## src/rtl/uart_fifo_xcvr.sv

```systemverilog
// Full-duplex UART with RX FIFO, configurable frame width and baud divisor.
// Define UART_PARITY_EN to add an even parity bit after the data bits.
module uart_fifo_xcvr #(
   parameter int unsigned DATA_W     = 8,
   parameter int unsigned BAUD_DIV   = 2604,
   parameter int unsigned FIFO_DEPTH = 4
) (
   input  logic              clk,
   input  logic              rst_n,
   input  logic              trmt,
   input  logic [DATA_W-1:0] tx_data,
   output logic              TX,
   output logic              tx_done,
   input  logic              RX,
   output logic              rdy,
   output logic [DATA_W-1:0] rx_data,
   input  logic              clr_rdy,
   output logic              rx_err,
   output logic              rx_ovfl,
   input  logic              clr_ovfl
);

`ifdef UART_PARITY_EN
   localparam int unsigned ParW = 1;
`else
   localparam int unsigned ParW = 0;
`endif
   localparam int unsigned FrameW = DATA_W + 2 + ParW;
   localparam int unsigned BaudCw = $clog2(BAUD_DIV);
   localparam int unsigned BitCw  = $clog2(FrameW);
   localparam int unsigned PtrW   = $clog2(FIFO_DEPTH);
   localparam int unsigned CntW   = $clog2(FIFO_DEPTH + 1);

   localparam logic [BaudCw-1:0] BaudLast  = BaudCw'(BAUD_DIV - 1);
   localparam logic [BaudCw-1:0] BaudHalf  = BaudCw'(BAUD_DIV / 2);
   localparam logic [BitCw-1:0]  TxBitLast = BitCw'(FrameW - 1);
   localparam logic [BitCw-1:0]  RxBitLast = BitCw'(DATA_W + ParW - 1);
   localparam logic [CntW-1:0]   FifoFull  = CntW'(FIFO_DEPTH);

   // ---------------- TX ----------------
   typedef enum logic {TxIdle, TxXmit} tx_state_e;

   tx_state_e          tx_state_q, tx_state_d;
   logic [FrameW-1:0]  tx_sh_q, tx_sh_d;
   logic [BaudCw-1:0]  tx_baud_q, tx_baud_d;
   logic [BitCw-1:0]   tx_bit_q, tx_bit_d;
   logic               tx_done_q, tx_done_d;
   logic [FrameW-1:0]  tx_frame;

`ifdef UART_PARITY_EN
   assign tx_frame = {1'b1, ^tx_data, tx_data, 1'b0};
`else
   assign tx_frame = {1'b1, tx_data, 1'b0};
`endif

   always_comb begin
      tx_state_d = tx_state_q;
      tx_sh_d    = tx_sh_q;
      tx_baud_d  = tx_baud_q;
      tx_bit_d   = tx_bit_q;
      tx_done_d  = tx_done_q;
      unique case (tx_state_q)
         TxIdle: begin
            if (trmt) begin
               tx_state_d = TxXmit;
               tx_sh_d    = tx_frame;
               tx_baud_d  = '0;
               tx_bit_d   = '0;
               tx_done_d  = 1'b0;
            end
         end
         TxXmit: begin
            if (tx_baud_q == BaudLast) begin
               tx_baud_d = '0;
               // Shift in ones so the line rests high once the stop bit is gone.
               tx_sh_d   = {1'b1, tx_sh_q[FrameW-1:1]};
               if (tx_bit_q == TxBitLast) begin
                  tx_state_d = TxIdle;
                  tx_done_d  = 1'b1;
               end else begin
                  tx_bit_d = tx_bit_q + 1'b1;
               end
            end else begin
               tx_baud_d = tx_baud_q + 1'b1;
            end
         end
         default: tx_state_d = TxIdle;
      endcase
   end

   assign TX      = tx_sh_q[0];
   assign tx_done = tx_done_q;

   // ---------------- RX ----------------
   typedef enum logic [1:0] {RxIdle, RxStart, RxBits, RxStop} rx_state_e;

   rx_state_e          rx_state_q, rx_state_d;
   logic               rx_meta_q, rx_sync_q, rx_prev_q;
   logic [DATA_W-1:0]  rx_sh_q, rx_sh_d;
   logic [BaudCw-1:0]  rx_baud_q, rx_baud_d;
   logic [BitCw-1:0]   rx_bit_q, rx_bit_d;
   logic               rx_err_q, rx_err_d;
   logic               push;
   logic               par_bad;

`ifdef UART_PARITY_EN
   logic rx_par_q, rx_par_d;
   assign par_bad = rx_par_q ^ (^rx_sh_q);
`else
   assign par_bad = 1'b0;
`endif

   always_comb begin
      rx_state_d = rx_state_q;
      rx_sh_d    = rx_sh_q;
      rx_baud_d  = rx_baud_q;
      rx_bit_d   = rx_bit_q;
      rx_err_d   = 1'b0;
      push       = 1'b0;
`ifdef UART_PARITY_EN
      rx_par_d   = rx_par_q;
`endif
      unique case (rx_state_q)
         RxIdle: begin
            if (rx_prev_q && !rx_sync_q) begin
               rx_state_d = RxStart;
               rx_baud_d  = '0;
            end
         end
         RxStart: begin
            if (rx_baud_q == BaudHalf) begin
               rx_baud_d = '0;
               rx_bit_d  = '0;
               // A line already back high at mid start bit is a glitch.
               rx_state_d = rx_sync_q ? RxIdle : RxBits;
            end else begin
               rx_baud_d = rx_baud_q + 1'b1;
            end
         end
         RxBits: begin
            if (rx_baud_q == BaudLast) begin
               rx_baud_d = '0;
`ifdef UART_PARITY_EN
               if (rx_bit_q == RxBitLast) rx_par_d = rx_sync_q;
               else rx_sh_d = {rx_sync_q, rx_sh_q[DATA_W-1:1]};
`else
               rx_sh_d = {rx_sync_q, rx_sh_q[DATA_W-1:1]};
`endif
               if (rx_bit_q == RxBitLast) rx_state_d = RxStop;
               else rx_bit_d = rx_bit_q + 1'b1;
            end else begin
               rx_baud_d = rx_baud_q + 1'b1;
            end
         end
         RxStop: begin
            if (rx_baud_q == BaudLast) begin
               rx_baud_d  = '0;
               rx_state_d = RxIdle;
               if (!rx_sync_q || par_bad) rx_err_d = 1'b1;
               else push = 1'b1;
            end else begin
               rx_baud_d = rx_baud_q + 1'b1;
            end
         end
         default: rx_state_d = RxIdle;
      endcase
   end

   assign rx_err = rx_err_q;

   // ---------------- FIFO ----------------
   logic [DATA_W-1:0] fifo_mem [FIFO_DEPTH];
   logic [PtrW-1:0]   wr_ptr_q, rd_ptr_q;
   logic [CntW-1:0]   cnt_q;
   logic              full, pop, wr_en, ovfl_q;

   assign full  = (cnt_q == FifoFull);
   assign pop   = clr_rdy && (cnt_q != '0);
   // A full FIFO still accepts a word when the head leaves in the same cycle.
   assign wr_en = push && (!full || pop);

   assign rdy     = (cnt_q != '0);
   assign rx_data = fifo_mem[rd_ptr_q];
   assign rx_ovfl = ovfl_q;

   always_ff @(posedge clk) begin
      if (wr_en) fifo_mem[wr_ptr_q] <= rx_sh_q;
   end

   always_ff @(posedge clk) begin
      if (!rst_n) begin
         tx_state_q <= TxIdle;
         tx_sh_q    <= '1;
         tx_baud_q  <= '0;
         tx_bit_q   <= '0;
         tx_done_q  <= 1'b0;
         rx_state_q <= RxIdle;
         rx_meta_q  <= 1'b1;
         rx_sync_q  <= 1'b1;
         rx_prev_q  <= 1'b1;
         rx_sh_q    <= '0;
         rx_baud_q  <= '0;
         rx_bit_q   <= '0;
         rx_err_q   <= 1'b0;
`ifdef UART_PARITY_EN
         rx_par_q   <= 1'b0;
`endif
         wr_ptr_q   <= '0;
         rd_ptr_q   <= '0;
         cnt_q      <= '0;
         ovfl_q     <= 1'b0;
      end else begin
         tx_state_q <= tx_state_d;
         tx_sh_q    <= tx_sh_d;
         tx_baud_q  <= tx_baud_d;
         tx_bit_q   <= tx_bit_d;
         tx_done_q  <= tx_done_d;
         rx_state_q <= rx_state_d;
         rx_meta_q  <= RX;
         rx_sync_q  <= rx_meta_q;
         rx_prev_q  <= rx_sync_q;
         rx_sh_q    <= rx_sh_d;
         rx_baud_q  <= rx_baud_d;
         rx_bit_q   <= rx_bit_d;
         rx_err_q   <= rx_err_d;
`ifdef UART_PARITY_EN
         rx_par_q   <= rx_par_d;
`endif
         if (wr_en) wr_ptr_q <= wr_ptr_q + 1'b1;
         if (pop)   rd_ptr_q <= rd_ptr_q + 1'b1;
         if (wr_en && !pop)      cnt_q <= cnt_q + 1'b1;
         else if (pop && !wr_en) cnt_q <= cnt_q - 1'b1;
         if (push && full && !pop) ovfl_q <= 1'b1;
         else if (clr_ovfl)        ovfl_q <= 1'b0;
      end
   end

endmodule

```

## config.mk

```make
export PLATFORM = sky130hd
export DESIGN_NAME = uart_fifo_xcvr
export DESIGN_NICKNAME = d
export VERILOG_FILES = /design/src/rtl/uart_fifo_xcvr.sv
export SDC_FILE = /design/constraint.sdc
export NUM_CORES = 1
export LEC_CHECK = 0
export ABC_AREA = 1
export BUFFER_PORTS_ARGS = -buffer_cell sky130_fd_sc_hd__clkbuf_2
export CAP_MARGIN = 15
export CORE_MARGIN = 4
export CORE_UTILIZATION = 50
export CTS_BUF_LIST = sky130_fd_sc_hd__clkbuf_16
export CTS_CLUSTER_DIAMETER = 150
export CTS_CLUSTER_SIZE = 20
export DETAILED_ROUTE_END_ITERATION = 7
export PLACE_DENSITY = 0.67
export SYNTH_ARGS = -nofsm -noshare
export SYNTH_HDL_FRONTEND = slang
export SYNTH_SLANG_ARGS = --single-unit
```

## constraint.sdc

```tcl
create_clock -name clk -period 3.3 [get_ports clk]
set_clock_uncertainty 0.05 [all_clocks]
set_input_delay 0.66 -clock clk [delete_from_list [all_inputs] [get_ports clk]]
set_output_delay 0.66 -clock clk [all_outputs]
set_load 0.01 [all_outputs]
```

Yosys cells after proc, flatten, opt, wreduce, memory -nomap -nowiden --
Memory sizes are Yosys's and may differ from the RTL's. A register that Yosys moved wholly into a read port is not among the register bits. Index checks and enable logic that the tools add are counted.
Operators by class: add/subtract/negate cells 8, equality and inequality tests 19, multiplexer cells 45, bitwise logic cells 1, reduce and logical (&&, ||, !) cells 25
Operators by type and width (number):
- 12-bit 2-to-1 mux | 5
- 12-bit case mux with 3 select lines | 1
- 12-bit by 1-bit adder with 12-bit output, second input constant | 2
- 12-bit == test, second input constant | 2
- 4-bit 2-to-1 mux | 6
- 12-bit case mux with 2 select lines | 1
- 10-bit 2-to-1 mux | 2
- 10-bit case mux with 2 select lines | 1
- 2-bit 2-to-1 mux | 8
- 2-bit != test, second input constant | 8
- 4-bit case mux with 2 select lines | 2
- 1-bit 2-to-1 mux | 14
- 12-bit by 11-bit == test with 1-bit output, second input constant | 1
- 3-bit AND reduction | 3
- 4-bit by 1-bit adder with 4-bit output, second input constant | 2
- 2-bit case mux with 4 select lines | 1
- 1-bit logical AND | 7
- 3-bit 2-to-1 mux | 2
- 2-bit nonzero test | 3
- 5-bit AND reduction | 1
- 2-bit by 1-bit adder with 2-bit output, second input constant | 2
- 2-bit == test, second input constant | 2
- 4-bit by 3-bit == test with 1-bit output, second input constant | 1
- 4-bit == test, second input constant | 1
- 14 further kinds | 20
Word-level totals: bits in registers 66, bits in writable memories 32, input bits 14, output and inout bits 13, word-level logic and storage cells 116, memories kept 1
Memories:
- fifo_mem | depth 4, width 8, rd ports 1, clocked after Yosys merged registers in 1, wr ports 1, RTL line 172 | logic [DATA_W-1:0] fifo_mem [FIFO_DEPTH];

Logic depth before layout (Yosys ltp) --
Gate-level depths: netlist of run 1.
word-level depth 8, mapped depth 14, depth with buffers taken out 14

Worst setup path before layout of run 1 --
OpenSTA, ideal clock, no wires.
path type flip-flop to flip-flop, start reg rx_baud_q[0], end reg cnt_q[2], library setup time 0.122 ns, data arrival time 2.168 ns, data required time 3.128 ns, setup slack 0.960 ns, cell stages (with the launch flop) 15, buffers on the path 0, period minus slack after synthesis 2.340 ns, cells stage by stage dfxtp_1 -> ha_1 -> nand2_1 -> nor2_4 -> nand3_4 -> nor2_4 -> nand3_4 -> inv_2 -> ha_1 -> inv_1 -> fa_1 -> a21oi_1 -> o21ai_0 -> o21ai_0 -> a21oi_1
On the way: longest elaborated chain between the ends 7, elaborated cells between the ends (all ways) 9, classes of those cells 1 x eq/ne; 3 x mux; 5 x reduce/logical
RTL lines:
- start, declared | RTL line 100 | logic [BaudCw-1:0] rx_baud_q, rx_baud_d;
- start signal, assigned | RTL line 223 | rx_baud_q <= rx_baud_d;
- 12-bit == test * | RTL line 156 | if (rx_baud_q == BaudLast) begin
- 1-bit 2-to-1 mux * | RTL line 156
- 1-bit 2-to-1 mux * | RTL line 123 | unique case (rx_state_q)
- 1-bit logical AND * | RTL line 180 | assign wr_en = push && (!full || pop);
- net wr_en | RTL line 175 | logic full, pop, wr_en, ovfl_q;
- 1-bit zero test | RTL line 232 | else if (pop && !wr_en) cnt_q <= cnt_q - 1'b1;
- 1-bit logical AND | RTL line 232
- 2-bit nonzero test (no line)
- end signal, assigned | RTL line 231 | if (wr_en && !pop) cnt_q <= cnt_q + 1'b1;
- end signal, assigned | RTL line 232
- end, declared | RTL line 174 | logic [CntW-1:0] cnt_q;
The timed path passes the listed nets; every way through them passes the cells marked *. A chain may end at the register's enable or synchronous reset.

Final worst setup path of run 1 --
Ends and elaborated chain as after synthesis.

==> run summary, run 1 <==
outcome: finished, final reports clean
# DRC: 0
Netlist cell types: 37
Layout Nets: 637
Top Layer Used: met4
crit path capture type: flip-flop
DR pass1 iterations: 4
antenna viol nets, final: 0
first-pass GRT wire length: 16000 microns
largest net degree at the start of global routing: 35
crit path time final: 2.56 ns
Clock transition at path regs: 0.07 ns
Worst Max-Slew Pin Slew: 1.05 ns
vias: 3753
Max-cap violations: 0
total gr overflow: 0
initial DRC count: 200
total core area: 9200 sq um
mean post-synth cell area: 8.03 sq um
Syn Nets: 610
Initial Util: 0.510
R2R setup slack: 0.74 ns
sequential share of the synthesized area: 0.491
DP HPWL: 6500 microns
Post-Route M1 WL: 4260 microns
final WL: 9090 microns
Leak Pwr: 2.16 nW
gpl congestion: 0.809
final hold slack: 0.368 ns
Clock Tree Buf Depth: 2
hold_buf cts: 0
Slew Limit Fails: 0
FFs w/ async S/R, synth: 0
initial antenna violation count: 0
worst path arrival time: 2.74 ns
EDFF count, synth: 32
Via density: 5.16
CTS tree: done
CP startpoint: rx_baud_q[0]
Synth Register Bits: 99
Max Fanout on Critical Path: 8
worst r2r src: rx_baud_q[0]
setup_tns: 0 ns
leading cell type in the layout, fill and taps excluded: nand2_1
Std-Cell Rows: 35
clk_lat worst skew: 0.34 ns
Die Wd: 105 microns
met3 routed WL: 264 microns
Die Y-Extent: 105 microns
post-CTS sizing: 0
Total GRT Usage: 0.172
Tot Pwr: 0.00277 W
# IOs: 27
startpoint types: flip-flop
critical path required time: 3.48 ns
synthesized instance count: 584
CP Class: flip-flop to flip-flop
clock tree root driver cell: clkbuf_16
mapped cell area: 4690 sq um
Final period util: 0.775
n_diodes: 0
Syn. warnings: 0
Wirelength per Cell: 12.5 microns
die area: 11000 sq um
I/O Buffers: 26
CTS Buf Count: 9
layout cell share with drive strength beyond 1: 0.140
Met2 Wirelength: 4450 microns
Min-Delay Path Class: flip-flop to flip-flop
count of final hold-check violations: 0
Cell Pwr Density: 530 nW/um^2
# setup viols final: 0
commonest non-fill, non-tap cells in the layout: nand2_1 (136), dfxtp_1 (67), nor2_1 (63), inv_1 (57), nand3_1 (42)
maximum vdd drop: 218 uV
Rel. slew slack: 0.296
RSZ-0062 raised after global routing: no
area grow syn2layout: 11.3%
Worst Hold Launch: rx_meta_q
CTS H-tree lvls: 3
clock sinks: 99
Max Clk Rate: 391 MHz
vias in the first global route: 3564
ys flop type: dfxtp_1
Setup Fix Bufs, Post-CTS: 0
## report_power, final
| part | switching (W) | internal, W | total [W] |
|---|---|---|---|
| clock network | 0.000473 | 0.000527 | 0.00100 |
| logic | 0.000280 | 0.000152 | 0.000432 |
| registers | 0.0000403 | 0.00129 | 0.00133 |
| total | 0.000794 | 0.00197 | 0.00277 |
## state kept, by name, indices dropped and copies added (netlist names), 2 cells and up, named ones only
register,cells
rx_bit_q,4
fifo_mem,32
rx_sh_q,8
cnt_q,3
tx_baud_q,12
wr_ptr_q,2
rd_ptr_q,2
rx_baud_q,12
tx_bit_q,4
tx_sh_q,9
## kinds of logic after synthesis
logic type / after synthesis / synth area share
flip-flops: 99 / 0.491
AO/OA/AOI/OAI: 98 / 0.112
AND/OR/NAND/NOR: 290 / 0.290
adder cells (fa/ha/maj): 12 / 0.0336
buffers and inverters: 80 / 0.0646
XOR/XNOR: 5 / 0.00934
## worst paths after layout
kind | endpoint | cells after the start
worst min register to register | rx_sync_q | 1
worst min-delay path | rx_sync_q | 1
worst max register to register | cnt_q[2] | 14
worst max-delay path | cnt_q[2] | 14
## critical path: stages, from the launching register on
cell and delay (ns):
dfxtp_1 0.40, ha_1 0.24, nand2_1 0.11, nor2_4 0.15, nand3_4 0.15, nor2_4 0.13, nand3_4 0.11, inv_2 0.08
ha_1 0.13, inv_1 0.06, fa_1 0.38, a21oi_1 0.14, o21ai_0 0.11, o21ai_0 0.16, a21oi_1 0.06
## synth_stat cells, types with 4 or more instances
| cell | count | area share |
|---|---|---|
| inv_1 | 57 | 0.046 |
| clkbuf_1 | 12 | 0.0096 |
| nor2_2 | 5 | 0.0067 |
| dfxtp_1 | 67 | 0.29 |
| nand2_1 | 136 | 0.11 |
| or2_2 | 4 | 0.0053 |
| nand3_1 | 42 | 0.045 |
| nor2_1 | 63 | 0.050 |
| o22ai_1 | 8 | 0.011 |
| inv_2 | 6 | 0.0048 |
| nand2_2 | 5 | 0.0067 |
| a21oi_1 | 40 | 0.043 |
| o21ai_0 | 40 | 0.043 |
| ha_1 | 11 | 0.029 |
| nand4_1 | 8 | 0.011 |
| nor2_4 | 5 | 0.012 |
| nor3_1 | 9 | 0.0096 |
| edfxtp_1 | 32 | 0.20 |
| nand2_4 | 4 | 0.0096 |
## layer usage
| metal | track usage | vias up |
|---|---|---|
| met5 | 0 | - |
| met4 | 0.0525 | 0 |
| met3 | 0.0235 | 11 |
| met2 | 0.297 | 51 |
| met1 | 0.223 | 1719 |
| li1 | - | 1972 |
## layout make-up
cell class / count / area (sq um)
clock inverters: 7 / 60.1
inverters: 66 / 248
multi-input cells: 405 / 2080
fillers: 854 / 3980
repair buffers: 30 / 160
clock buffers: 9 / 225
flip-flops and latches: 99 / 2300
well taps: 111 / 139
## stage by stage
stage	area [sq um]	setup slack [ns]	cells	utilization
6_report	5220	0.742	727	0.567
5_1_grt	5220	0.545	727	0.567
2_1_floorplan	4690	0.960	584	-
4_1_cts	5220	0.739	727	0.567
3_5_place_dp	4930	0.752	711	0.536
3_3_place_gp	4930	0.806	711	0.536
No activity file was read; power rests on OpenSTA's default activity.
==> run 2, diff against run 1 <==
--- a/config.mk
+++ b/config.mk
@@ -14,7 +14,7 @@
 export CTS_CLUSTER_DIAMETER = 150
 export CTS_CLUSTER_SIZE = 20
 export DETAILED_ROUTE_END_ITERATION = 7
-export PLACE_DENSITY = 0.67
+export PLACE_DENSITY = 0.7
 export SYNTH_ARGS = -nofsm -noshare
 export SYNTH_HDL_FRONTEND = slang
 export SYNTH_SLANG_ARGS = --single-unit
==> constraint.sdc (replaced) <==
create_clock -name clk -period 2.2 [get_ports clk]
set_clock_uncertainty 0.05 [all_clocks]
set_input_delay 0.44 -clock clk [delete_from_list [all_inputs] [get_ports clk]]
set_output_delay 0.44 -clock clk [all_outputs]
set_load 0.01 [all_outputs]
==> run summary, run 2 (synthesis results as in run 1) <==
largest net degree at the start of global routing: 35
commonest non-fill, non-tap cells in the layout: nand2_1 (133), dfxtp_1 (63), nor2_1 (62), inv_1 (56), nand3_1 (41)
clk_lat worst skew: 0.34 ns
# IOs: 27
Worst Hold Launch: RX
count of final hold-check violations: 0
Design Area, Final: 5460 sq um
Final period util: 0.960
antenna viol nets, final: 0
Largest regs: fifo_mem: 32 flops, rx_baud_q: 12 flops, tx_baud_q: 12 flops
total core area: 9200 sq um
gpl congestion: 0.815
layout cell share with drive strength beyond 1: 0.191
Max Fanout on Critical Path: 3
initial antenna violation count: 0
DP HPWL: 6640 microns
startpoint types: flip-flop
met2 usage: 0.324
Worst Max-Slew Pin Slew: 0.449 ns
Most Crowded Layer GR: met2
Layout Nets: 659
Die Y-Extent: 105 microns
CP Class: flip-flop to flip-flop
total gr overflow: 0
Min-Delay Path Class: input port to flip-flop
final WL: 9540 microns
final hold slack: 0.243 ns
met1 Use GR: 0.222
met3 Track Usage GR: 0.0259
n_diodes: 0
crit path capture type: flip-flop
Std-Cell Rows: 35
CTS H-tree lvls: 3
Die Wd: 105 microns
Rel. slew slack: 0.699
Max Clk Rate: 474 MHz
outcome: finished, final reports clean
# DRC: 0
Largest register FFs: 32
worst r2r src: rx_baud_q[0]
I/O Buffers: 26
Cell Pwr Density: 774 nW/um^2
RSZ-0062 raised after global routing: yes
Slew Limit Fails: 0
clock sinks: 99
Clock Tree Buf Depth: 2
Wirelength per Cell: 12.7 microns
Via density: 5.09
Initial Util: 0.510
Total GRT Usage: 0.180
Clock transition at path regs: 0.07 ns
leading cell type in the layout, fill and taps excluded: nand2_1
placed cells: 727
Max-cap violations: 0
first-pass GRT wire length: 16700 microns
critical path required time: 2.38 ns
crit path time final: 2.11 ns
CTS tree: done
CTS Buf Count: 9
number of fillers in the final layout: 805
Top reg by flops: fifo_mem
# setup viols final: 0
placed inst area: 5080 sq um
area grow syn2layout: 16.5%
initial DRC count: 225
CP startpoint: rx_baud_q[0]
DR pass1 iterations: 4
vias: 3809
vias in the first global route: 3665
maximum vdd drop: 525 uV
clock tree root driver cell: clkbuf_16
die area: 11000 sq um
worst path arrival time: 2.29 ns
Leak Pwr: 2.29 nW
Non-Filler Instances: 749
-- run 2: area by class of cell --
type / instances / area [sq um] / share of cell area
clock inverters: 7 / 71.3 / 0.0131
repair buffers: 52 / 325 / 0.0596
flip-flops and latches: 99 / 2310 / 0.424
well taps: 111 / 139 / 0.0254
clock buffers: 9 / 225 / 0.0412
inverters: 66 / 253 / 0.0463
multi-input cells: 405 / 2130 / 0.391
-- run 2: metal layers --
layer | part of all wire | wire (microns) | vias to the layer above
met3 | 0.024 | 230 | 8
met1 | 0.46 | 4370 | 1745
met5 | 0 | 0 | -
met4 | 0.0093 | 89 | 0
li1 | - | - | 2011
met2 | 0.51 | 4860 | 45
-- run 2: path summary, 6_finish.rpt --
| path | endpoint | slack (ns) | depth (start not counted) |
|---|---|---|---|
| setup / recovery | cnt_q[2] | 0.09 | 14 |
| hold / removal | rx_meta_q | 0.24 | 2 |
| setup reg to reg | cnt_q[2] | 0.09 | 14 |
| hold reg to reg | rx_sync_q | 0.37 | 1 |
-- run 2: timing repair --
| action | in CTS | in global routing |
|---|---|---|
| pin swaps | 1 | 9 |
| cloned | 0 | 0 |
| setup endpoints to repair | 1 | 2 |
| hold buffers | 0 | 0 |
| endpoints found under the hold margin | 0 | 0 |
| gates resized for setup | 0 | 14 |
| setup buffers | 1 | 5 |
-- run 2: through the flow --
stage | util | setup TNS, ns | total power, W | setup WS, ns
floorplan | - | 0 | 0.00250 | 0.00902
global placement | 0.552 | 0 | 0.00268 | 0.0311
detailed placement | 0.552 | 0 | 0.00271 | 0.00108
CTS | 0.585 | 0 | 0.00424 | 0.00323
global route | 0.594 | -0.0324 | 0.00444 | -0.0324
finish | 0.594 | 0 | 0.00423 | 0.0886
-- run 2: power breakdown --
part	switching [W]	leakage (nW)	total, W	internal (W)
Combinational	0.000444	1.24	0.000693	0.000249
Clock	0.000735	0.139	0.00153	0.000799
Sequential	0.0000588	0.911	0.00200	0.00194
-- run 2: critical path: stages (launching register included) --
cell	delay, ns
dfxtp_4	0.36
ha_4	0.15
nand2_4	0.05
nor2_4	0.14
nand3_4	0.09
nor2_4	0.11
nand3_4	0.08
inv_4	0.07
ha_4	0.12
inv_2	0.04
fa_2	0.36
a21oi_2	0.11
o21ai_1	0.08
o21ai_1	0.14
a21oi_1	0.05
